`src/rtl/dff_seq_pkg.sv`:
```
// ---------------------------------------------------------------------------
// dff_seq_pkg
// Shared definitions for the flop-bank reset sequencer:
//   - seq_state_e    : sequencer states (IDLE/ASSERT/SETTLE/CHECK)
//   - DEF_PULSE_CYC  : default number of cycles the bank reset is held active
//   - DEF_SETTLE_CYC : default number of quiet cycles before sampling
//   - calc_cnt_w()   : width of the single phase counter
// No ports (package).
// ---------------------------------------------------------------------------
package dff_seq_pkg;

  typedef enum logic [1:0] {
    IDLE   = 2'd0,
    ASSERT = 2'd1,
    SETTLE = 2'd2,
    CHECK  = 2'd3
  } seq_state_e;

  localparam int DEF_PULSE_CYC  = 4;
  localparam int DEF_SETTLE_CYC = 2;

  // The counter must hold values up to max(pulse, settle) - 1; sizing for
  // max+1 keeps a SETTLE_CYC of 0 or a pulse of 1 from producing a zero width.
  function automatic int calc_cnt_w(input int pulse_cyc, input int settle_cyc);
    int m;
    m = (pulse_cyc > settle_cyc) ? pulse_cyc : settle_cyc;
    return $clog2(m + 1);
  endfunction

endpackage

```
`src/rtl/dff_bank_checker.sv`:
```
// ---------------------------------------------------------------------------
// dff_bank_checker
// Registered masked compare of the flop bank against its post-reset value.
// On a sample strobe the masked difference is captured, the error flag is
// derived from it and a one-cycle done pulse is raised. Results are held
// until the next strobe or until the synchronous reset.
// Ports:
//   clk        in   clock, rising edge
//   rst_n      in   synchronous active-low reset (clears results, no done)
//   sample     in   capture bank_q at this rising edge
//   bank_q     in   [WIDTH] flop bank outputs
//   rst_value  in   [WIDTH] expected post-reset bank value
//   rst_mask   in   [WIDTH] 1 = bit is checked, 0 = don't-care
//   mismatch   out  [WIDTH] held masked difference
//   err        out  held OR-reduction of mismatch
//   done       out  one-cycle pulse when a result is published
// ---------------------------------------------------------------------------
module dff_bank_checker
  import dff_seq_pkg::*;
#(
  parameter int WIDTH = 13
) (
  input  logic             clk,
  input  logic             rst_n,
  input  logic             sample,
  input  logic [WIDTH-1:0] bank_q,
  input  logic [WIDTH-1:0] rst_value,
  input  logic [WIDTH-1:0] rst_mask,
  output logic [WIDTH-1:0] mismatch,
  output logic             err,
  output logic             done
);

  logic [WIDTH-1:0] mismatch_d, mismatch_q;
  logic             err_d, err_q;
  logic             done_d, done_q;

  // Next result: capture on strobe, otherwise hold; done only on strobe.
  always_comb begin
    mismatch_d = mismatch_q;
    err_d      = err_q;
    done_d     = 1'b0;
    if (sample) begin
      // AND with the mask last so an X on a masked bit resolves to 0.
      mismatch_d = (bank_q ^ rst_value) & rst_mask;
      err_d      = |mismatch_d;
      done_d     = 1'b1;
    end else begin
      mismatch_d = mismatch_q;
      err_d      = err_q;
      done_d     = 1'b0;
    end
  end

  // Result registers with synchronous reset.
  always_ff @(posedge clk) begin
    if (!rst_n) begin
      mismatch_q <= {WIDTH{1'b0}};
      err_q      <= 1'b0;
      done_q     <= 1'b0;
    end else begin
      mismatch_q <= mismatch_d;
      err_q      <= err_d;
      done_q     <= done_d;
    end
  end

  assign mismatch = mismatch_q;
  assign err      = err_q;
  assign done     = done_q;

endmodule

```
`src/rtl/dff_bank_reset_seq.sv`:
```
// ---------------------------------------------------------------------------
// dff_bank_reset_seq
// Reset sequencer for a flop bank built from asynchronous-reset flops.
// After its own reset, and on every accepted request, it pulses the bank
// reset for PULSE_CYC cycles, waits SETTLE_CYC cycles, samples the bank for
// one CHECK cycle and publishes a masked compare result.
// Ports:
//   C         in   clock, rising edge
//   R         in   synchronous active-low reset; restarts the sequence
//   req       in   start a sequence (only honoured in IDLE)
//   bank_rst  out  registered bank reset, active level RST_POL
//   bank_q    in   [WIDTH] bank outputs, same clock domain
//   busy      out  high from ASSERT through CHECK
//   done      out  one-cycle pulse when a check result is published
//   err       out  last published result had a masked mismatch (held)
//   mismatch  out  [WIDTH] last published masked difference (held)
// ---------------------------------------------------------------------------
module dff_bank_reset_seq
  import dff_seq_pkg::*;
#(
  parameter int               WIDTH      = 13,
  parameter logic             RST_POL    = 1'b0,
  parameter logic [WIDTH-1:0] RST_VALUE  = {WIDTH{1'b0}},
  parameter logic [WIDTH-1:0] RST_MASK   = {WIDTH{1'b1}},
  parameter int               PULSE_CYC  = DEF_PULSE_CYC,
  parameter int               SETTLE_CYC = DEF_SETTLE_CYC
) (
  input  logic             C,
  input  logic             R,
  input  logic             req,
  output logic             bank_rst,
  input  logic [WIDTH-1:0] bank_q,
  output logic             busy,
  output logic             done,
  output logic             err,
  output logic [WIDTH-1:0] mismatch
);

  localparam int CNT_W = calc_cnt_w(PULSE_CYC, SETTLE_CYC);

  // Terminal counts; the counter runs 0..N-1 inside a phase.
  localparam logic [CNT_W-1:0] PULSE_LAST  = CNT_W'(PULSE_CYC - 1);
  localparam logic [CNT_W-1:0] SETTLE_LAST = CNT_W'((SETTLE_CYC > 0) ? (SETTLE_CYC - 1) : 0);
  localparam logic [CNT_W-1:0] CNT_ZERO    = {CNT_W{1'b0}};
  localparam logic [CNT_W-1:0] CNT_ONE     = CNT_W'(1);

  seq_state_e       state_d, state_q;
  logic [CNT_W-1:0] cnt_d, cnt_q;
  logic             bank_rst_d, bank_rst_q;
  logic             busy_d, busy_q;
  logic             sample_s;

  // Next-state, counter and registered-output decode.
  always_comb begin
    state_d = state_q;
    cnt_d   = cnt_q;
    case (state_q)
      IDLE: begin
        if (req) begin
          state_d = ASSERT;
          cnt_d   = CNT_ZERO;
        end else begin
          state_d = IDLE;
          cnt_d   = cnt_q;
        end
      end
      ASSERT: begin
        if (cnt_q == PULSE_LAST) begin
          state_d = (SETTLE_CYC == 0) ? CHECK : SETTLE;
          cnt_d   = CNT_ZERO;
        end else begin
          state_d = ASSERT;
          cnt_d   = cnt_q + CNT_ONE;
        end
      end
      SETTLE: begin
        if (cnt_q == SETTLE_LAST) begin
          state_d = CHECK;
          cnt_d   = CNT_ZERO;
        end else begin
          state_d = SETTLE;
          cnt_d   = cnt_q + CNT_ONE;
        end
      end
      CHECK: begin
        state_d = IDLE;
        cnt_d   = CNT_ZERO;
      end
      default: begin
        state_d = IDLE;
        cnt_d   = CNT_ZERO;
      end
    endcase

    // Decoded from the next state so the flop output lines up with the state
    // it belongs to while bank_rst itself never comes from combinational logic.
    bank_rst_d = (state_d == ASSERT) ? RST_POL : ~RST_POL;
    busy_d     = (state_d != IDLE);
  end

  // bank_q is sampled at the closing edge of the single CHECK cycle.
  assign sample_s = (state_q == CHECK);

  // Sequencer state; reset restarts straight into ASSERT with the bank held.
  always_ff @(posedge C) begin
    if (!R) begin
      state_q    <= ASSERT;
      cnt_q      <= CNT_ZERO;
      bank_rst_q <= RST_POL;
      busy_q     <= 1'b1;
    end else begin
      state_q    <= state_d;
      cnt_q      <= cnt_d;
      bank_rst_q <= bank_rst_d;
      busy_q     <= busy_d;
    end
  end

  dff_bank_checker #(
    .WIDTH (WIDTH)
  ) u_checker (
    .clk       (C),
    .rst_n     (R),
    .sample    (sample_s),
    .bank_q    (bank_q),
    .rst_value (RST_VALUE),
    .rst_mask  (RST_MASK),
    .mismatch  (mismatch),
    .err       (err),
    .done      (done)
  );

  assign bank_rst = bank_rst_q;
  assign busy     = busy_q;

endmodule
```
`config.mk`:
```
export PLATFORM = sky130hd
export DESIGN_NAME = dff_bank_reset_seq
export DESIGN_NICKNAME = d
export VERILOG_FILES = /design/src/rtl/dff_seq_pkg.sv /design/src/rtl/dff_bank_checker.sv /design/src/rtl/dff_bank_reset_seq.sv
export SDC_FILE = /design/constraint.sdc
export NUM_CORES = 1
export LEC_CHECK = 0
export ABC_CLOCK_PERIOD_IN_PS = 2600
export CAP_MARGIN = 40
export CORE_MARGIN = 10
export CORE_UTILIZATION = 50
export DETAILED_ROUTE_END_ITERATION = 7
export DONT_BUFFER_PORTS = 1
export GPL_TIMING_DRIVEN = 1
export SYNTH_ARGS = -nofsm -noshare
export SYNTH_HDL_FRONTEND = slang
export SYNTH_HIERARCHICAL = 1
export SYNTH_SLANG_ARGS = --single-unit
export TNS_END_PERCENT = 30
```
`constraint.sdc`:
```
create_clock -name C -period 2.6 [get_ports C]
set_input_delay 0.52 -clock C [delete_from_list [all_inputs] [get_ports C]]
set_output_delay 0.52 -clock C [all_outputs]
set_load 0.005 [all_outputs]
```
== After elaboration in Yosys (flattened, before gate mapping) ==
Cells that the tools add are included.

* Add/subtract/negate cells: 1
* Equal/unequal tests: 7
* Mux-type cells: 10
* Reductions and logical operators: 3

{| class="wikitable"
|+ Operators by type and width
! cell !! count
|-
| $reduce_or A13 Y1 || 1
|-
| $pmux W3 S4 || 1
|-
| $mux W3 || 3
|-
| $pmux W2 S4 || 1
|-
| $eq A2 B1 Y1 const B || 2
|-
| $eq A2 B2 Y1 const B || 2
|-
| $mux W1 || 4
|-
| $add A3 B1 Y3 const B || 1
|-
| $eq A3 B1 Y1 const B || 1
|-
| $eq A3 B2 Y1 const B || 1
|-
| $logic_not A2 Y1 || 1
|-
| $mux W2 || 1
|-
| $ne A2 B2 Y1 const B || 1
|-
| $reduce_bool A2 Y1 || 1
|}

* Bits in registers: 22
* Bits of input ports: 16
* Output and inout port bits: 17
* Word-level logic and storage cells: 28

== Longest topological paths before layout ==
* Word-level depth: 5
* Depth in mapped cells: 5
* Mapped depth without buffers: 5

== Modules after synthesis ==
Netlist, hierarchy kept.

{| class="wikitable"
|+ Modules (own cells, without submodules)
! module !! instances !! cells an instance !! area each (um^2) !! sequential area each (um^2)
|-
| dff_bank_checker || 1 || 82 || 758.2 || 300.3
|-
| dff_bank_reset_seq || 1 || 50 || 457.9 || 140.1
|}

== Worst setup path before layout ==
No wires, ideal clock.

* Path kind: register -> register
* Start point: reg cnt_q[0]
* End point: reg cnt_q[1]
* Library setup time: 0.101 ns
* Arrival time: 1.227 ns
* Required time: 2.499 ns
* Slack: 1.272 ns
* Stages on the path, launching flop included: 6
* Path buffers: 0
* Clock period less this slack: 1.328 ns
* Cell sequence: dfxtp_1 ha_1 ha_1 and2b_2 a22oi_1 o41ai_1

* Word-level cells in the longest chain between the ends: 3
* Elaborated cells between the ends (all ways): 6
* Classes of those cells: add/sub (1); eq/ne (2); mux (3)

{| class="wikitable"
|+ RTL lines
! element !! line !! RTL
|-
| start, declared || dff_bank_reset_seq.sv:48 || <nowiki>logic [CNT_W-1:0] cnt_d, cnt_q;</nowiki>
|-
| start signal, assigned || dff_bank_reset_seq.sv:113 || <nowiki>cnt_q <= cnt_d;</nowiki>
|-
| $add A3 B1 Y3 (tied with other cells) || dff_bank_reset_seq.sv:73, dff_bank_reset_seq.sv:82 ||
|-
| $mux W3, on equally long branches || dff_bank_reset_seq.sv:77, dff_bank_reset_seq.sv:68 ||
|-
| $pmux W3 S4 * || dff_bank_reset_seq.sv:57 || <nowiki>case (state_q)</nowiki>
|}

Mark *: on every way between the ends. The rest lies on a longest branch, timed or not.
A chain may end at the register's enable or synchronous reset.

== Worst setup path in the final report ==
* Start point: reg state_q[0]
* End point: reg u_checker.mismatch_q[3], in the netlist u_checker/mismatch[3]

* Word-level cells in the longest chain between the ends: 1

{| class="wikitable"
|+ RTL lines
! element !! line !! RTL
|-
| start, declared || dff_bank_reset_seq.sv:47 || <nowiki>seq_state_e state_d, state_q;</nowiki>
|-
| start signal, assigned || dff_bank_reset_seq.sv:112 || <nowiki>state_q <= state_d;</nowiki>
|-
| $eq A2 B2 Y1 || dff_bank_reset_seq.sv:102 || <nowiki>assign sample_s = (state_q == CHECK);</nowiki>
|-
| named net sample_s || dff_bank_reset_seq.sv:51 || <nowiki>logic sample_s;</nowiki>
|-
| end signal, assigned || dff_bank_checker.sv:58 || <nowiki>mismatch_q <= {WIDTH{1'b0}};</nowiki>
|-
| end signal, assigned || dff_bank_checker.sv:62 || <nowiki>mismatch_q <= mismatch_d;</nowiki>
|-
| end, declared || dff_bank_checker.sv:34 || <nowiki>logic [WIDTH-1:0] mismatch_d, mismatch_q;</nowiki>
|}

The timed path passes the listed nets, and every way through them passes these cells.

==> key figures <==
Run status
  – Status: finished clean

Placed design
  – Post-placement cell count: 193
  – Worst slack, placed: 1.04 ns
  – Routability cong.: 0.689
  – PortBufs: 0
  – Half-perimeter wire length of the detailed placement result: 1910 um
  – Area post-placement: 0.00137 sq mm

Timing
  – Setup_tns: 0 ns
  – Clk_skew: 0.00530 ns
  – Max_slew headroom: 59.5%
  – Fin. Hold Viols: 0
  – RSZ-0062 raised after global routing: false
  – Crit path time final: 1.55 ns
  – Final setup violation count: 0
  – Setup ws final: 1.05 ns
  – Hold slack: 0.284 ns
  – Worst Tran Pin Value: 0.608 ns
  – Final number of max-transition violations: 0
  – FMAX: 0.645 GHz
  – Fin crit share: 59.6%

Final layout
  – Post-layout nets: 195
  – Layout cells sized above 1: 4.73%
  – Cell area after layout: 0.00141 sq mm
  – Fin cells: 197
  – # diodes: 0
  – Synthesis-to-finish area growth: 15.5%
  – Fillers: 221

Drt
  – Vias: 933
  – Drc violations: 0
  – Total length of routed wires: 2420 um
  – Antenna Nets Post-Route: 0
  – Number of DRC markers in iteration 0: 46
  – Wire per inst: 12.3 um
  – Pre-antenna DRT Iters: 4
  – Via-per-instance ratio: 4.74

Synthesis
  – Post-synthesis cell count: 132
  – Mapped cell area: 0.00122 sq mm
  – Top post-synthesis cells by area: dfxtp_1 36%, xor2_1 9.4%, ha_1 9.3%
  – Synth Area per Inst: 9.21 sq um
  – Seq/Total Area, Yosys: 36.2%
  – Synth top area share: 36.2%
  – Yosys cell types: 30
  – Total number of yosys warnings: 6
  – Post-synth top area cell: dfxtp_1
  – Yosys reg bits: 22

Power and ir drop
  – Total internal power: 562 uW
  – Clock Power Share: 23.2%
  – Comb power frac: 27.6%
  – Power Density: 586 mW/mm^2
  – Sw Pwr: 262 uW
  – Seq pwr share: 49.2%
  – Switching share of total power: 31.8%
  – VDD IR max: 346 uV
  – Leak Pwr: 0.000598 uW

Clocking
  – Clock Path Buffers: 2
  – Post-CTS Setup Bufs: 0
  – Root Driver: clkbuf_4
  – Hold Buf Count CTS: 0
  – Clock Sink Count: 22
  – H-tree depth: 1
  – TritonCTS clock tree: built
  – Cts bufs inserted: 3
  – CTS clk-pin slew, worst paths: 0.13 ns
  – Post-cts repair resize count: 0
  – Worst-skew pair later-pin latency: 0.31 ns

GRT
  – GR Overflow Total: 0
  – M1 GR Usage: 11.4%
  – Met3 global-route usage: 5.56%
  – Met2 Resource Use GR: 15.9%
  – Initial antenna violation count: 0
  – Vias in the first global route: 880
  – First-pass GRT wire length: 4200 um
  – Most used routing layer: met2
  – GRT Util Overall: 10.3%
  – Largest net degree at the start of global routing: 24

Setup path
  – Slowest cell on the critical path: ha_1
  – CP Cell Sequence: ha_1 -> buf_4 -> nand3_1 -> a21boi_0
  – CP max stage delay: 0.57 ns
  – Worst Path Arrival: 1.78 ns
  – Crit-path max FO: 21
  – Worst EP required: 2.83 ns
  – WS Path Type: reg -> reg
  – Worst setup EP type: flip-flop
  – FF-to-FF setup slack: 1.05 ns
  – Delay-heaviest family, CP: adder cells
  – Critical path buffers and inverters: 1
  – Startpoint types: flip-flop

Floorplan
  – FP Rows: 17
  – Die X: 69.3 um
  – # IOs: 33
  – Die area: 0.00481 sq mm
  – Initial Utilization: 53.9%
  – Die height: 69.3 um
  – CORE AREA: 0.00225 sq mm

Hold path
  – Worst min path class: in -> reg

Flow run
  – MaxCap Viol Count: 0
## layer usage
metal	wire, um	vias up
met5	0	-
met1	1010	419
met4	17	0
met3	272	2
met2	1130	20
li1	-	492
## cell usage after synthesis
cell type and n:
conb_1 2, buf_4 1, clkbuf_4 1, and2b_2 1, or3_1 1, clkbuf_1 1, a22oi_1 7, buf_2 2
nor2b_1 1, inv_2 1, a21boi_0 14, dfxtp_1 22, o221a_1 1, a32oi_1 1, o31ai_1 1, o21a_1 1
o21ai_1 1, o31ai_4 1, and2_1 2, o21ai_0 1, nand2b_1 15, ha_1 9, xor2_1 13, nand3_1 18
o41ai_1 1, inv_1 6, nor2_1 1, and3b_1 1, nand4_1 2, nand2_1 3
## stage by stage
stage / total power (uW) / util [%]
4_1_cts: 836 / 62.3
3_3_place_gp: 630 / 60.7
5_1_grt: 896 / 62.3
2_1_floorplan: 599 / -
6_report: 824 / 62.3
3_5_place_dp: 640 / 60.7
## flip-flops by register name, summed over array words and instances (netlist names)
name	count
u_checker/done	1
state_q	2
busy	1
bank_rst	1
u_checker/err	1
cnt_q	3
u_checker/mismatch	13
## worst register-to-register path, cell delays in order (launching register included)
cell	delay, ns
dfxtp_1	0.41
ha_1	0.57
buf_4	0.26
nand3_1	0.07
a21boi_0	0.17
## area by class of cell
class | instances | area (sq um) | area share, %
Sequential cell | 22 | 440 | 31.3
Inverter | 7 | 26.3 | 1.87
Multi-Input combinational cell | 135 | 860 | 61.2
Timing Repair Buffer | 1 | 7.51 | 0.534
Clock buffer | 4 | 36.3 | 2.58
Tap cell | 28 | 35.0 | 2.49
## logic make-up after synthesis
logic type,share of synthesized area (%)
flip-flops,36.2
other,0.618
AND/OR/NAND/NOR,20.9
adder cells (fa/ha/maj),9.26
XOR/XNOR,9.36
AO/OA/AOI/OAI,19.1
buffers and inverters,4.53
## worst paths after layout
check / to / start / depth (start not counted)
max: u_checker/mismatch[3] / state_q[0] / 4
min: state_q[0] / R / 1
max reg2reg: u_checker/mismatch[3] / state_q[0] / 4
min reg2reg: cnt_q[1] / cnt_q[1] / 2
## cells in the final DEF (no fill, tap or decap)
cell type,count
nand2b_1,15
o31ai_1,1
o221a_1,1
inv_1,6
ha_1,9
inv_2,1
nand3_1,18
a32oi_1,1
dfxtp_1,22
clkbuf_8,1
nand4_1,2
and2_1,2
xor2_1,13
or3_1,1
o21ai_1,1
a22oi_1,7
nor2_1,1
conb_1,39
a21boi_0,14
and3b_1,1
nand2_1,3
and2b_2,1
o21ai_0,1
o41ai_1,1
nor2b_1,1
buf_4,1
clkbuf_4,3
o31ai_4,1
o21a_1,1
## power by group through the flow
stage                     combinational [uW]  sequential, uW  clock [uW]
final                                    227             405         191
after floorplan                          193             406           0
after global routing                     264             414         218
after CTS                                227             407         202
after detailed placement                 225             415           0
after global placement                   219             411           0
Power figures use the tool's default switching activity.
